===== src/rtl/i2s_wfifo_arbiter_pkg.sv =====
// Shared i2s definitions for the write-FIFO arbiter: source count, buffer
// counter width, arbiter state encoding and the ping-pong buffer picker.
package i2s_wfifo_arbiter_pkg;

    localparam int unsigned NUM_SRC       = 2;
    localparam int unsigned BUF_CNT_WIDTH = 16;

    typedef enum logic [1:0] {
        ST_IDLE     = 2'd0,
        ST_ACTIVATE = 2'd1,
        ST_STREAM   = 2'd2,
        ST_RELEASE  = 2'd3
    } arb_state_e;

    // Buffer 0 is preferred whenever it is available; never selects a buffer that is not ready.
    function automatic logic [NUM_SRC-1:0] pick_buffer(input logic [NUM_SRC-1:0] ready);
        logic [NUM_SRC-1:0] sel;
        sel = '0;
        if (ready[0]) begin
            sel[0] = 1'b1;
        end else if (ready[1]) begin
            sel[1] = 1'b1;
        end
        return sel;
    endfunction

endpackage


===== src/rtl/i2s_wfifo_arbiter_rr_arbiter2.sv =====
// Two-way round-robin selector.
//   req  : per-source request
//   last : index of the source granted most recently
//   gnt  : one-hot winner, 0 when nothing is requested
module rr_arbiter2 (
    input  logic [1:0] req,
    input  logic       last,
    output logic [1:0] gnt
);

    // On a tie the source that did not win last time takes the grant.
    always_comb begin
        gnt = 2'b00;
        case (req)
            2'b01:   gnt = 2'b01;
            2'b10:   gnt = 2'b10;
            2'b11:   gnt = last ? 2'b01 : 2'b10;
            default: gnt = 2'b00;
        endcase
    end

endmodule


===== src/rtl/i2s_wfifo_arbiter.sv =====
// Arbitrates two i2s sample sources onto a ping-pong write FIFO. A granted
// source streams words into the activated buffer until the buffer is full,
// the source flags end-of-burst, or the arbiter is disabled.
//   clk, rst            : clock, asynchronous active-low reset
//   enable              : arbiter enable
//   src_valid/data/last : per-source word stream (source n at bit/slice n)
//   src_ready           : per-source accept (combinational)
//   grant               : one-hot owner of the active buffer
//   wfifo_ready/size    : buffer availability and capacity
//   wfifo_activate      : one-hot buffer activate
//   wfifo_strobe/data   : FIFO write port (combinational, zero latency)
//   buffers_sent        : wrapping count of released buffers
module i2s_wfifo_arbiter
    import i2s_wfifo_arbiter_pkg::*;
#(
    parameter int unsigned DATA_WIDTH = 32,
    parameter int unsigned SIZE_WIDTH = 24
) (
    input  logic                          clk,
    input  logic                          rst,
    input  logic                          enable,
    input  logic [NUM_SRC-1:0]            src_valid,
    input  logic [NUM_SRC*DATA_WIDTH-1:0] src_data,
    input  logic [NUM_SRC-1:0]            src_last,
    output logic [NUM_SRC-1:0]            src_ready,
    output logic [NUM_SRC-1:0]            grant,
    input  logic [NUM_SRC-1:0]            wfifo_ready,
    output logic [NUM_SRC-1:0]            wfifo_activate,
    input  logic [SIZE_WIDTH-1:0]         wfifo_size,
    output logic                          wfifo_strobe,
    output logic [DATA_WIDTH-1:0]         wfifo_data,
    output logic [BUF_CNT_WIDTH-1:0]      buffers_sent
);

    arb_state_e               state_q, state_d;
    logic [NUM_SRC-1:0]       grant_d;
    logic [NUM_SRC-1:0]       activate_d;
    logic [SIZE_WIDTH-1:0]    size_q, size_d;
    logic [SIZE_WIDTH-1:0]    count_q, count_d;
    logic [BUF_CNT_WIDTH-1:0] bufs_d;
    logic                     last_q, last_d;
    logic [NUM_SRC-1:0]       rr_gnt;
    logic                     room;
    logic                     gnt_last;

    rr_arbiter2 u_rr (
        .req  (src_valid),
        .last (last_q),
        .gnt  (rr_gnt)
    );

    assign room     = (count_q < size_q);
    assign gnt_last = |(src_last & grant);

    // Only the owner is accepted, and nothing is accepted once disabled so the partial buffer closes cleanly.
    always_comb begin
        src_ready = '0;
        if ((state_q == ST_STREAM) && enable && room) begin
            src_ready = grant;
        end
    end

    assign wfifo_strobe = |(src_valid & src_ready);

    // Write data follows the owner directly; zero when nothing is granted.
    always_comb begin
        wfifo_data = '0;
        if (grant[0]) begin
            wfifo_data = src_data[0 +: DATA_WIDTH];
        end else if (grant[1]) begin
            wfifo_data = src_data[DATA_WIDTH +: DATA_WIDTH];
        end
    end

    // Next-state and next-output computation.
    always_comb begin
        state_d    = state_q;
        grant_d    = grant;
        activate_d = wfifo_activate;
        size_d     = size_q;
        count_d    = count_q;
        bufs_d     = buffers_sent;
        last_d     = last_q;
        case (state_q)
            ST_IDLE: begin
                if (enable && (|wfifo_ready) && (|src_valid)) begin
                    state_d = ST_ACTIVATE;
                    grant_d = rr_gnt;
                    last_d  = rr_gnt[1];
                end
            end
            ST_ACTIVATE: begin
                size_d  = wfifo_size;
                count_d = '0;
                // A buffer that went unavailable after the grant is never activated.
                if (|wfifo_ready) begin
                    activate_d = pick_buffer(wfifo_ready);
                    state_d    = ST_STREAM;
                end else begin
                    grant_d = '0;
                    state_d = ST_IDLE;
                end
            end
            ST_STREAM: begin
                if (!enable) begin
                    state_d = ST_RELEASE;
                end else if (wfifo_strobe) begin
                    count_d = count_q + SIZE_WIDTH'(1);
                    if ((count_d == size_q) || gnt_last) begin
                        state_d = ST_RELEASE;
                    end
                end else if (!room) begin
                    // Only reachable with a zero-sized buffer.
                    state_d = ST_RELEASE;
                end
            end
            ST_RELEASE: begin
                activate_d = '0;
                grant_d    = '0;
                bufs_d     = buffers_sent + BUF_CNT_WIDTH'(1);
                state_d    = ST_IDLE;
            end
            default: state_d = ST_IDLE;
        endcase
    end

    // State and registered outputs.
    always_ff @(posedge clk or negedge rst) begin
        if (!rst) begin
            state_q        <= ST_IDLE;
            grant          <= '0;
            wfifo_activate <= '0;
            size_q         <= '0;
            count_q        <= '0;
            buffers_sent   <= '0;
            last_q         <= 1'b1;
        end else begin
            state_q        <= state_d;
            grant          <= grant_d;
            wfifo_activate <= activate_d;
            size_q         <= size_d;
            count_q        <= count_d;
            buffers_sent   <= bufs_d;
            last_q         <= last_d;
        end
    end

endmodule


===== config.mk =====
export PLATFORM = sky130hd
export DESIGN_NAME = i2s_wfifo_arbiter
export DESIGN_NICKNAME = d
export VERILOG_FILES = /design/src/rtl/i2s_wfifo_arbiter_pkg.sv /design/src/rtl/i2s_wfifo_arbiter_rr_arbiter2.sv /design/src/rtl/i2s_wfifo_arbiter.sv
export SDC_FILE = /design/constraint.sdc
export NUM_CORES = 1
export LEC_CHECK = 0
export CORE_MARGIN = 3
export CORE_UTILIZATION = 35
export DETAILED_ROUTE_END_ITERATION = 8
export GPL_ROUTABILITY_DRIVEN = 1
export PLACE_DENSITY_LB_ADDON = 0.15
export RECOVER_POWER = 100
export SLEW_MARGIN = 10
export SYNTH_ARGS = -nofsm -noshare
export SYNTH_HDL_FRONTEND = slang
export SYNTH_SLANG_ARGS = --single-unit

===== constraint.sdc =====
create_clock -name clk -period 2.2 [get_ports clk]
set_input_delay 0.33 -clock clk [delete_from_list [all_inputs] [get_ports clk]]
set_output_delay 0.33 -clock clk [all_outputs]
set_load 0.05 [all_outputs]

Word level (Yosys, flattened, before mapping). Index checks and enable logic that the tools add are counted.

Register bits after elaboration: 71. Bits of input ports: 97. Word-level logic and storage cells: 67.

Add/sub/neg operators: 2. Order comparisons: 1. Equality and inequality tests: 14. Mux-type cells: 23. Bitwise gates (word level): 2. Reductions and logical operators: 18.

Operator list (number): $mux W32 (2); $mux W24 (2); $pmux W24 S2 (1); $add A24 B1 Y24 const B (1); $eq A24 B24 Y1 (1); $lt A24 B24 Y1 (1); $mux W2 (11); $add A16 B1 Y16 const B (1); $pmux W2 S3 (2); $ne A2 B2 Y1 const B (5); $reduce_and A3 Y1 (3); $eq A2 B2 Y1 const B (4); $pmux W2 S4 (1); $reduce_or A2 Y1 (4); $and A2 B2 Y2 (2); $eq A2 B1 Y1 const B (2); $logic_and A1 B1 Y1 (4); $ne A4 B3 Y1 const B (1); $ne A4 B4 Y1 const B (1); $pmux W2 S2 (1); $reduce_and A2 Y1 (2); $reduce_bool A2 Y1 (2); $mux W1 (3); $reduce_bool A3 Y1 (1); 2 further kinds (2).

Logic depth before layout (Yosys ltp). Gate-level depths: netlist of the first run.

Word-level depth: 9. Depth in mapped cells: 12. Depth with buffers taken out: 11.

Cells and area by module. A second synthesis of the first run with hierarchy kept.

Cell total of the unflattened synthesis: 560. Area, all modules: 4850.9 um^2.

By module, submodules not included: i2s_wfifo_arbiter (instances 1, cells an instance 557, area an instance 4832.1 um^2, seq. area each 1778.0 um^2); rr_arbiter2 (instances 1, cells an instance 3, area an instance 18.8 um^2, seq. area each 0.0 um^2).

Least setup slack after synthesis of the first run. OpenSTA, ideal clock, no wires.

Path kind: register -> register. From: register count_q[13]. To: register count_q[5]. Library setup time: 82 ps. Data arrival time: 2624 ps. Required time: 2118 ps. Setup slack: -506 ps. Stages on the path, launching flop included: 12. Path buffers: 1. Cell sequence: dfrtp_1 > ha_1 > a21o_1 > a21o_1 > a21oi_1 > o211ai_1 > nor3_1 > nand2_1 > clkinv_1 > clkbuf_1 > a21oi_1 > a31oi_1.

Cells in the longest elaborated chain, start to end: 7.

Ends and longest elaborated chain: from (decl) (line i2s_wfifo_arbiter.sv:39) `logic [SIZE_WIDTH-1:0] count_q, count_d;`; from (signal assigned) (line i2s_wfifo_arbiter.sv:142) `count_q <= count_d;`; $lt A24 B24 Y1 (line i2s_wfifo_arbiter.sv:52) `assign room = (count_q < size_q);`; $logic_and A1 B1 Y1 (line i2s_wfifo_arbiter.sv:58) `if ((state_q == ST_STREAM) && enable && room) begin`; $mux W2 (line i2s_wfifo_arbiter.sv:58); $and A2 B2 Y2 (line i2s_wfifo_arbiter.sv:63) `assign wfifo_strobe = |(src_valid & src_ready);`; $reduce_or A2 Y1 (line i2s_wfifo_arbiter.sv:63); net wfifo_strobe (line i2s_wfifo_arbiter.sv:30) `output logic wfifo_strobe,`; $ne A2 B2 Y1 (no source line); $reduce_and A3 Y1 (no source line).

The timed path passes the listed nets, and every way through them passes these cells. A chain may end at the register's enable or synchronous reset.

Worst setup path after layout of the first run.
From: register size_q[9]. To: output port src_ready[0].

Cells in the longest elaborated chain, start to end: 3.

Ends and longest elaborated chain: from (decl) (line i2s_wfifo_arbiter.sv:38) `logic [SIZE_WIDTH-1:0] size_q, size_d;`; from (signal assigned) (line i2s_wfifo_arbiter.sv:141) `size_q <= size_d;`; $lt A24 B24 Y1 (line i2s_wfifo_arbiter.sv:52); $logic_and A1 B1 Y1 (line i2s_wfifo_arbiter.sv:58); $mux W2 (line i2s_wfifo_arbiter.sv:58); to (decl) (line i2s_wfifo_arbiter.sv:25) `output logic [NUM_SRC-1:0] src_ready,`.

No other way between the ends.

==> results of run 1 <==
-- what timing repair did --
item | CTS | global route
setup buffers | 13 | 13
pin swaps | 15 | 18
resized for setup | 35 | 26
gates cloned | 2 | 0
endpoints found under the setup margin | 28 | 28
-- state kept, by name (all words and copies together), names as in the netlist, named ones only --
register,count
wfifo_activate,2
count_q,24
buffers_sent,16
grant,2
size_q,24
last_q,1
state_q,1
-- cells by family (layout without fill, tap and decap cells) --
logic type      after synthesis  count (layout)  share of synthesized area
mux                           7               7                     0.0155
simple gates                168             168                      0.179
xor+xnor                     54              54                      0.101
compound gates              145             145                      0.208
fa+ha+maj                    26              26                     0.0693
buf+inv                      58             333                     0.0493
flops                        71              71                      0.379
-- power by group through the flow --
stage	clock network [mW]	registers (mW)	logic [mW]
after floorplan	0	2.25	2.91
final	1.43	1.94	5.66
after global routing	1.51	1.98	6.08
after detailed placement	0	1.96	5.33
after global placement	0	1.94	5.29
after CTS	1.46	1.94	5.54
-- final timing paths --
kind,start,end,slack (ns),cells past startpoint
max,size_q[9],src_ready[0],-0.43,11
min in group asynchronous,rst,size_q[8],0.56,2
max in group asynchronous,rst,buffers_sent[5],0.57,2
max reg2reg,size_q[9],count_q[17],-0.28,13
min,buffers_sent[15],buffers_sent[15],0.46,1
min reg2reg,buffers_sent[15],buffers_sent[15],0.46,1
-- cells in the mapped netlist (3+ instances only) --
master / count
a21o_1: 21
a21oi_1: 23
a22o_1: 33
a31oi_1: 6
and3_1: 6
buf_1: 3
clkbuf_1: 19
dfrtp_1: 70
ha_1: 26
inv_1: 30
mux2i_1: 5
nand2_1: 60
nand2b_1: 3
nand3_1: 22
nand4_1: 10
nor2_1: 24
nor2b_1: 5
nor3_1: 15
nor4_1: 5
o211ai_1: 3
o21ai_0: 39
or2_2: 3
xnor2_1: 34
xor2_1: 20
-- routing by layer --
layer,vias to the layer above,part of all wire,GRT usage
met1,2275,0.43,0.259
met5,-,0,0
met4,0,0.017,0.0567
met3,19,0.045,0.0413
li1,2427,-,-
met2,96,0.51,0.347
-- worst register-to-register path, stage by stage, from the launching register on --
cell	delay, ns
dfrtp_1	0.39
inv_2	0.08
ha_4	0.20
a21o_1	0.17
a21o_1	0.16
a21oi_2	0.21
buf_6	0.13
a211oi_4	0.05
o21ai_4	0.09
nand2_2	0.12
buf_6	0.13
buf_8	0.13
or4_1	0.46
o21ai_1	0.08
-- metrics by stage --
stage          power, mW  hold slack [ns]  setup WS [ns]  setup TNS (ns)
2_1_floorplan       5.16           0.0344        -0.0306         -0.0306
3_3_place_gp        7.23            0.395         -0.241           -3.60
3_5_place_dp        7.29            0.393         -0.260           -3.92
4_1_cts             8.94           0.0261         -0.504           -7.86
5_1_grt             9.57            0.506         -0.514          -12.60
6_report            9.03            0.465         -0.433           -7.03
-- cell type report --
type / count / area [um^2]
well taps: 172 / 215
clock buffers: 9 / 225
repair buffers: 286 / 2590
clock inverters: 7 / 60.1
multi-input cells: 400 / 2910
inverters: 31 / 121
flip-flops and latches: 71 / 1780
fillers: 1128 / 4970
==> results by group, run 1 <==
Layout
  • Diodes inserted: 0
  • Leading cell types in the layout, fill and taps excluded: 121 x buf_4, 95 x clkdlybuf4s50_1, 70 x dfrtp_1
  • Nets: 922
  • Post-route design area: 7900 um^2
  • Layout cells sized above 1: 0.303
  • Final cell count without fillers: ~1,000
  • Area growth from synthesis to layout: 68.2%
  • Final core utilization: 0.614
  • Commonest non-fill, non-tap cell in the layout: buf_4

Synthesis
  • Area contributors post-synth: dfrtp_1 37%, ha_1 6.9%, xnor2_1 6.3%, a22o_1 6.2%, nand2_1 4.8%
  • Ys flop type: dfrtp_1
  • FFs w/ async S/R, synth: 1.00
  • Netlist cell types: 56
  • Share of the synthesized area in the top cell type: 0.373
  • YS warnings: 0
  • #FFs+latches synth: 71
  • Sequential-to-total area share from yosys stat: 0.379
  • Post-synth EDFFs: 0
  • Netlist Area Pre-Place: 4700 um^2
  • Cell count after synthesis: about 530
  • Area leader, netlist: dfrtp_1
  • Syn nets: 652
  • Avg Cell Area, Syn: 8.88 um^2

Clock tree
  • Worst-path clk slew: roughly 0.070 ns
  • Hold buffers post-CTS: 0
  • CTS sink cnt: 71
  • CTS tree: done
  • Root buffer cell: clkbuf_16
  • Htree depth: 3
  • Skew-Pair Late Insertion Delay: 0.35 ns
  • Num CTS Buffers: 9
  • Clock Path Buffers: 2

STA
  • Final hold violations: 0
  • Max-slew violation count: 72
  • Final critical-path required period: 2.63 ns
  • Unrepaired setup endpoints after global routing: true
  • # setup viols final: 35
  • Peak Freq: 0.380 GHz
  • Clock Skew: 0.00856 ns
  • Slew headroom: -0.207
  • Period utilization: 1.20
  • Worst-Margin Slew: 1.81 ns
  • Final worst setup slack: -0.433 ns

Detailed routing
  • Total wire length: between 15,000 and 20,000 um
  • Vias/cell: roughly 4.9
  • Wire length per cell: 16.0 um
  • Routed Antenna Nets: 0
  • Number of remaining DRC errors: 0
  • Routed via count: 4,817
  • Starting DRT DRC Count: 220
  • Initial DRT Pass Iterations: 4

Placed design
  • GPL Wtd Cong: 0.934
  • Hpwl dp: 11,700 um
  • Area post-placement: ~7000 um^2
  • PortBufs: approximately 150
  • Dpl cells: 935

GRT
  • Largest net degree at the start of global routing: 72
  • Global route total overflow: 0
  • Vias in the first global route: 4,749
  • GRT Total Usage: 0.202
  • Initial antenna violation count: 0
  • First-pass GRT wire length: 23,700 um

Critical path
  • Max stage delay on crit path: about 0.39 ns
  • Critical Path Sink Type: primary output
  • CP Launch Type: register
  • CP Class: register to primary output
  • Crit path arrival time: 2.30 ns
  • Top Family by Delay on Critical Path: compound AO/OA/AOI/OAI gates
  • Crit-path cells: inv_2 -> ha_4 -> a21o_1 -> a21o_1 -> a21oi_2 -> buf_6 -> a211oi_4 -> o21ai_4 -> buf_6 -> and3_4 -> buf_12
  • Critical path required time: 1.87 ns
  • Crit path buffers/inverters: 4
  • CP max-delay cell: dfrtp_1
  • Worst Path Max Fanout: 3

Floorplanning
  • Die width: 122 um
  • Die ar.: ~15,000 um^2
  • Initial core utilization: 0.365
  • Core Region: ~13,000 um^2
  • Number of cell rows: 41
  • Die height: 122 um
  • Top Ports: 152

Job
  • Max-cap viol count: 1

Pwr
  • Combinational power share: 0.627
  • Switching Power: 4.17 mW
  • Power per cell area: 1140 nW/um^2
  • Worst VDD drop: 0.651 mV
  • Leakage: 3.70 nW
  • Seq pwr share: 0.215
  • Clock power frac: 0.158
  • Switching Fraction: 0.461
  • Pint: 4.87 mW

Outcome
  • Status: finished with violations
  • Violated checks: capacitance limit, slew limit, setup timing

Min path
  • Hold Path Class: register to register
(Power assumes the default switching activity.)
==> inputs of run 2 (changes only) <==
--- a/config.mk
+++ b/config.mk
@@ -8,9 +8,10 @@
 export CORE_MARGIN = 3
 export CORE_UTILIZATION = 35
 export DETAILED_ROUTE_END_ITERATION = 8
-export GPL_ROUTABILITY_DRIVEN = 1
+export GPL_ROUTABILITY_DRIVEN = 0
 export PLACE_DENSITY_LB_ADDON = 0.15
 export RECOVER_POWER = 100
+export SKIP_LAST_GASP = 1
 export SLEW_MARGIN = 10
 export SYNTH_ARGS = -nofsm -noshare
 export SYNTH_HDL_FRONTEND = slang
==> results by group, run 2 (same netlist as run 1, synthesis figures left out) <==
Outcome
  • Status: finished with violations (unchanged)
  • Violated checks: setup timing (was capacitance limit, slew limit, setup timing)

Floorplanning
  • Die height: 122 um (unchanged)
  • Top Ports: 152 (unchanged)
  • Number of cell rows: 41 (unchanged)
  • Die ar.: 14,800 um^2 (unchanged)
  • Core Region: 12,900 um^2 (unchanged)
  • Die width: 122 um (unchanged)
  • Initial core utilization: 0.365 (unchanged)

Critical path
  • Crit path buffers/inverters: 2 (was 4)
  • CP max-delay cell: dfrtp_1 (unchanged)
  • CP Class: register to primary output (unchanged)
  • Critical Path Sink Type: primary output (unchanged)
  • CP Launch Type: register (unchanged)
  • Critical path required time: 1.87 ns (about the same)
  • Crit path arrival time: 2.26 ns (was 2.30 ns)
  • Top Family by Delay on Critical Path: compound AO/OA/AOI/OAI gates (unchanged)
  • Crit-path cells: ha_4 -> a21o_1 -> a21o_1 -> a21oi_2 -> nand2_1 -> o21ai_2 -> buf_6 -> and3_4 -> buf_12 (was inv_2 -> ha_4 -> a21o_1 -> a21o_1 -> a21oi_2 -> buf_6 -> a211oi_4 -> o21ai_4 -> buf_6 -> and3_4 -> buf_12)
  • CP most frequent cell: a21o_1
  • Max stage delay on crit path: 0.42 ns (was 0.39 ns)
  • Worst Path Max Fanout: 3 (unchanged)

Pwr
  • Pint: 4.80 mW (was 4.87 mW)
  • Worst VDD drop: 0.659 mV (was 0.651 mV)
  • Combinational power share: 0.624 (was 0.627)
  • Leakage: 3.67 nW (was 3.70 nW)
  • Power per cell area: 1140 nW/um^2 (about the same)
  • Clock power frac: 0.159 (was 0.158)
  • Seq pwr share: 0.217 (was 0.215)
  • Switching Power: 4.17 mW (about the same)
  • Switching Fraction: 0.465 (was 0.461)

Layout
  • Leading cell types in the layout, fill and taps excluded: 137 x buf_4, 94 x clkdlybuf4s50_1, 69 x dfrtp_1 (was 121 x buf_4, 95 x clkdlybuf4s50_1, 70 x dfrtp_1)
  • Diodes inserted: 0 (unchanged)
  • Commonest non-fill, non-tap cell in the layout: buf_4 (unchanged)
  • Nets: 917 (was 922)
  • FILL cells: 1,116 (was 1,128)
  • Layout cells sized above 1: 0.298 (was 0.303)
  • Area growth from synthesis to layout: 67.8% (was 68.2%)
  • Top flop regs: count_q x24, size_q x24, buffers_sent x16 (unchanged)

STA
  • Slew headroom: 0.110 (was -0.207)
  • Worst hold slack: 0.474 ns (was 0.465 ns)
  • Unrepaired setup endpoints after global routing: true (unchanged)
  • Worst-Margin Slew: 1.34 ns (was 1.81 ns)
  • Final worst setup slack: -0.390 ns (was -0.433 ns)
  • Period utilization: 1.18 (was 1.20)
  • Peak Freq: 0.386 GHz (was 0.380 GHz)
  • Max-slew violation count: 0 (was 72)
  • # setup viols final: 29 (was 35)
  • Clock Skew: 0.00931 ns (was 0.00856 ns)
  • Final critical-path required period: 2.59 ns (was 2.63 ns)
  • Final hold violations: 0 (unchanged)

GRT
  • Global route total overflow: 0 (unchanged)
  • Largest net degree at the start of global routing: 49 (was 72)
  • GRT Total Usage: 0.210 (was 0.202)
  • Initial antenna violation count: 0 (unchanged)
  • Vias in the first global route: 4,934 (was 4,749)
  • First-pass GRT wire length: 24,700 um (was 23,700 um)

Clock tree
  • Htree depth: 3 (unchanged)
  • CTS tree: done (unchanged)
  • Num CTS Buffers: 9 (unchanged)
  • Worst-path clk slew: 0.06 ns (was 0.07 ns)
  • Skew-Pair Late Insertion Delay: 0.35 ns (about the same)
  • CTS sink cnt: 71 (unchanged)
  • Root buffer cell: clkbuf_16 (unchanged)
  • Clock Path Buffers: 2 (unchanged)

Detailed routing
  • Vias/cell: 5.02 (was 4.94)
  • Total wire length: 15,700 um (was 15,600 um)
  • Starting DRT DRC Count: 212 (was 220)
  • Routed via count: 4,870 (was 4,817)
  • Routed Antenna Nets: 0 (unchanged)
  • Number of remaining DRC errors: 0 (unchanged)
  • Wire length per cell: 16.2 um (was 16.0 um)
  • Initial DRT Pass Iterations: 4 (unchanged)

Min path
  • Hold Path Class: register to register (unchanged)

Placed design
  • Place WS: -0.263 ns (was -0.260 ns)
  • PortBufs: 151 (unchanged)
  • Hpwl dp: 11,800 um (was 11,700 um)

Job
  • Max-cap viol count: 0 (was 1)
## run 2: cell types whose count changed in the layout (fill, tap and decap cells not counted), moves of 4 or more
cell	delta
clkbuf_4	-28
buf_4	+16
clkbuf_1	+4
inv_1	+4
inv_2	-4
nor3_1	-4
## run 2: per-stage QoR
stage | power [mW] | util | cell area [um^2] | std cells | setup TNS (ns)
after floorplan | 5.16 | - | 4770 | 529 | -0.0306
after global placement | 7.21 | 0.559 | 7200 | 936 | -3.24
after detailed placement | 7.29 | 0.559 | 7200 | 936 | -4.21
after CTS | 9.00 | 0.608 | 7830 | 966 | -5.74
after global routing | 9.53 | 0.612 | 7880 | 971 | -11.33
final | 8.97 | 0.612 | 7880 | 971 | -5.88
## run 2: power by group through the flow
stage	registers, mW	logic (mW)	clock network (mW)
finish	1.94	5.60	1.43
CTS	1.95	5.58	1.47
detailed placement	1.96	5.32	0
global route	1.99	6.02	1.53
floorplan	2.25	2.91	0
global placement	1.95	5.26	0
## run 2: repair_timing
| action | 4_1_cts | 5_1_grt |
|---|---|---|
| endpoints found under the setup margin | 28 | 28 |
| cloned | 2 | 0 |
| resized for setup | 57 | 14 |
| setup buffers | 12 | 7 |
| hold buffers | 1 | 0 |
| pin swaps | 35 | 9 |
| hold endpoints to repair | 47 | 0 |
## run 2: final timing paths
| check | start | to | slack, ns | depth (start not counted) |
|---|---|---|---|---|
| hold / removal | buffers_sent[15] | buffers_sent[15] | 0.47 | 1 |
| setup / recovery | count_q[9] | src_ready[0] | -0.39 | 9 |
| setup reg to reg | size_q[13] | count_q[2] | -0.27 | 13 |
| min in group asynchronous | rst | size_q[7] | 0.90 | 3 |
| hold reg to reg | buffers_sent[15] | buffers_sent[15] | 0.47 | 1 |
| max in group asynchronous | rst | count_q[1] | 0.47 | 3 |
## run 2: area by class of cell
cell class                      instances  area, um^2  area share
Sequential cell                        71        1780       0.226
Multi-Input combinational cell        400        2930       0.372
Inverter                               31         121      0.0154
Clock inverter                          7        61.3     0.00778
Clock buffer                            9         225      0.0286
Timing Repair Buffer                  281        2550       0.323
Tap cell                              172         215      0.0273
## run 2: worst register-to-register path, stage by stage (launching register included)
cell and delay [ns]:
dfrtp_1 0.38, inv_2 0.08, ha_4 0.20, a21o_1 0.15
a21o_1 0.16, a21oi_2 0.13, o211ai_1 0.11, buf_4 0.18
nor3_4 0.22, buf_4 0.16, a21oi_4 0.07, buf_6 0.15
o21bai_1 0.16, a22o_1 0.20
## run 2: metal layers
metal	vias up	part of all wire	wire length (um)	global-route usage
li1	2414	-	-	-
met1	2343	0.44	6900	0.267
met4	0	0.018	281	0.0693
met2	93	0.51	8030	0.359
met3	20	0.031	483	0.0385
met5	-	0	0	0
==> inputs of run 3 (changes only) <==
--- a/config.mk
+++ b/config.mk
@@ -5,6 +5,7 @@
 export SDC_FILE = /design/constraint.sdc
 export NUM_CORES = 1
 export LEC_CHECK = 0
+export ABC_CLOCK_PERIOD_IN_PS = 2200
 export CORE_MARGIN = 3
 export CORE_UTILIZATION = 35
 export DETAILED_ROUTE_END_ITERATION = 8
==> constraint.sdc (replaced) <==
create_clock -name clk -period 2.2 [get_ports clk]
set_input_delay 0.44 -clock clk [delete_from_list [all_inputs] [get_ports clk]]
set_output_delay 0.44 -clock clk [all_outputs]
set_load 0.05 [all_outputs]
==> results by group, run 3 (same netlist as run 1, synthesis figures left out) <==
Pwr
  • Worst VDD drop: 0.542 mV (was 0.659 mV)
  • Power per cell area: 1200 nW/um^2 (was 1140 nW/um^2)
  • Leakage: 3.77 nW (was 3.67 nW)

Layout
  • Layout cells sized above 1: 0.351 (was 0.298)
  • FILL cells: 1,019 (was 1,116)
  • Nets: 911 (was 917)
  • Top flop regs: count_q x24, size_q x24, buffers_sent x16 (unchanged)
  • Area growth from synthesis to layout: 77.5% (was 67.8%)
  • Post-route design area: 8340 um^2 (was 7880 um^2)
  • Diodes inserted: 0 (unchanged)
  • Commonest non-fill, non-tap cell in the layout: buf_4 (unchanged)
  • Leading cell types in the layout, fill and taps excluded: 108 x buf_4, 96 x clkdlybuf4s50_1, 70 x dfrtp_1 (was 137 x buf_4, 94 x clkdlybuf4s50_1, 69 x dfrtp_1)
  • Final core utilization: 0.647 (was 0.612)

Placed design
  • PortBufs: 151 (unchanged)
  • Area post-placement: 7560 um^2 (was 7200 um^2)
  • Place WS: -0.293 ns (was -0.263 ns)
  • Hpwl dp: 12,000 um (was 11,800 um)

Floorplanning
  • Number of cell rows: 41 (unchanged)
  • Initial core utilization: 0.365 (unchanged)
  • Die height: 122 um (unchanged)
  • Core Region: 12,900 um^2 (unchanged)
  • Top Ports: 152 (unchanged)
  • Die width: 122 um (unchanged)
  • Die ar.: 14,800 um^2 (unchanged)

STA
  • # setup viols final: 67 (was 29)
  • Peak Freq: 0.374 GHz (was 0.386 GHz)
  • Setup TNS: -14.79 ns (was -5.88 ns)
  • Period utilization: 1.21 (was 1.18)
  • Clock Skew: 0.00563 ns (was 0.00931 ns)
  • Final critical-path required period: 2.67 ns (was 2.59 ns)
  • Worst-Margin Slew: 1.81 ns (was 1.34 ns)
  • Slew headroom: -0.204 (was 0.110)
  • Final hold violations: 0 (unchanged)
  • Unrepaired setup endpoints after global routing: true (unchanged)
  • Final worst setup slack: -0.472 ns (was -0.390 ns)
  • Max-slew violation count: 72 (was 0)

Critical path
  • CP Class: register to primary output (unchanged)
  • CP max-delay cell: dfrtp_1 (unchanged)
  • Max stage delay on crit path: 0.42 ns (about the same)
  • Worst Path Max Fanout: 4 (was 3)
  • CP most frequent cell: a21o_1 (unchanged)
  • R2R Setup Slk: -0.40 ns (was -0.27 ns)
  • Crit-path cells: ha_4 -> a21o_1 -> a21o_1 -> a21oi_2 -> o211ai_1 -> nor3_2 -> nand2_4 -> inv_8 -> buf_12 (was ha_4 -> a21o_1 -> a21o_1 -> a21oi_2 -> nand2_1 -> o21ai_2 -> buf_6 -> and3_4 -> buf_12)
  • Critical path required time: 1.76 ns (was 1.87 ns)
  • Top Family by Delay on Critical Path: compound AO/OA/AOI/OAI gates (unchanged)
  • RR Startpoint: count_q[13] (was size_q[13])
  • Worst Setup SP: count_q[13] (was count_q[9])
  • Critical Path Sink Type: primary output (unchanged)
  • Reg2reg end: count_q[17] (was count_q[2])
  • CP Launch Type: register (unchanged)
  • R2R cell count: 11 (was 13)
  • Crit path buffers/inverters: 2 (unchanged)
  • Crit path arrival time: 2.23 ns (was 2.26 ns)

Min path
  • Worst Hold Path EP: size_q[0] (was buffers_sent[15])
  • Hold Path Class: register to register (unchanged)
  • Worst hold start: size_q[0] (was buffers_sent[15])
  • Worst Hold Depth: 2 (was 1)

GRT
  • Global route total overflow: 0 (unchanged)
  • Vias in the first global route: 4,878 (was 4,934)
  • First-pass GRT wire length: 25,000 um (was 24,700 um)
  • Initial antenna violation count: 0 (unchanged)
  • GRT Total Usage: 0.212 (was 0.210)
  • Largest net degree at the start of global routing: 72 (was 49)

Detailed routing
  • Routed via count: 4,889 (was 4,870)
  • Vias/cell: 5.07 (was 5.02)
  • Number of remaining DRC errors: 0 (unchanged)
  • Wire length per cell: 16.8 um (was 16.2 um)
  • Routed wl met2: 8520 um (was 8030 um)
  • Wl on met1: 6650 um (was 6900 um)
  • Total wire length: 16,200 um (was 15,700 um)
  • Initial DRT Pass Iterations: 5 (was 4)
  • DR top layer: met4 (unchanged)
  • Met3 wire length: 758 um (was 483 um)
  • Starting DRT DRC Count: 187 (was 212)
  • Routed Antenna Nets: 0 (unchanged)

Clock tree
  • Skew-Pair Late Insertion Delay: 0.34 ns (was 0.35 ns)
  • Root buffer cell: clkbuf_16 (unchanged)
  • Worst-path clk slew: 0.06 ns (about the same)
  • CTS tree: done (unchanged)
  • Num CTS Buffers: 9 (unchanged)
  • Clock Path Buffers: 2 (unchanged)
  • Hold buffers post-CTS: 0 (was 1)
  • Htree depth: 3 (unchanged)
  • CTS sink cnt: 71 (unchanged)

Outcome
  • Violated checks: capacitance limit, slew limit, setup timing (was setup timing)
  • Status: finished with violations (unchanged)

Job
  • Max-cap viol count: 1 (was 0)
## run 3: cell count changes in the layout (fill, tap and decap cells not counted), moves of 4 or more
cell / before / now
buf_4: 137 / 108
a21oi_2: 9 / 13
ha_4: 5 / 9
ha_1: 21 / 17
a21oi_1: 13 / 9
a22o_2: 0 / 30
a22o_1: 33 / 3
buf_12: 9 / 37
## run 3: worst max-delay path by stage
stage / endpoint / cells past startpoint
floorplan: src_ready[0] / 8
global placement: src_ready[1] / 6
detailed placement: count_q[17] / 10
CTS: src_ready[1] / 9
global route: wfifo_strobe / 10
finish: wfifo_strobe / 9
## run 3: power by group
part / switching, mW / total (mW) / internal (mW)
clock: 0.596 / 1.48 / 0.879
combinational: 3.47 / 6.59 / 3.12
sequential: 0.274 / 1.96 / 1.68
total: 4.34 / 10.0 / 5.69
## run 3: metrics by stage
step	power, mW	instances	hold WS (ns)
floorplan	5.23	529	0.144
global placement	8.05	933	0.467
detailed placement	8.13	933	0.481
CTS	9.94	961	0.140
global route	10.6	965	0.512
finish	10.0	965	0.487
## run 3: repair_timing
item | 4_1_cts | 5_1_grt
cloned | 1 | 1
hold endpoints to repair | 0 | 0
setup endpoints to repair | 53 | 51
pin swaps | 17 | 16
setup buffers | 12 | 6
gates resized for setup | 52 | 34
## run 3: area by class of cell
cell class                      count  area, um^2  area share
Sequential cell                    71        1780       0.213
Multi-Input combinational cell    400        3070       0.369
Clock buffer                        9         225      0.0270
Clock inverter                      7        72.6     0.00871
Tap cell                          172         215      0.0258
Inverter                           31         124      0.0149
Timing Repair Buffer              275        2850       0.341
## run 3: layer usage
| metal | track usage | up-vias |
|---|---|---|
| met3 | 0.0292 | 15 |
| met4 | 0.0651 | 0 |
| met2 | 0.371 | 125 |
| li1 | - | 2398 |
| met5 | 0 | - |
| met1 | 0.272 | 2351 |
## run 3: worst min-delay path, cell delays in order, from the launching register on
cell and delay [ns]:
dfrtp_1 0.35, nand2_1 0.05, nand2_1 0.06
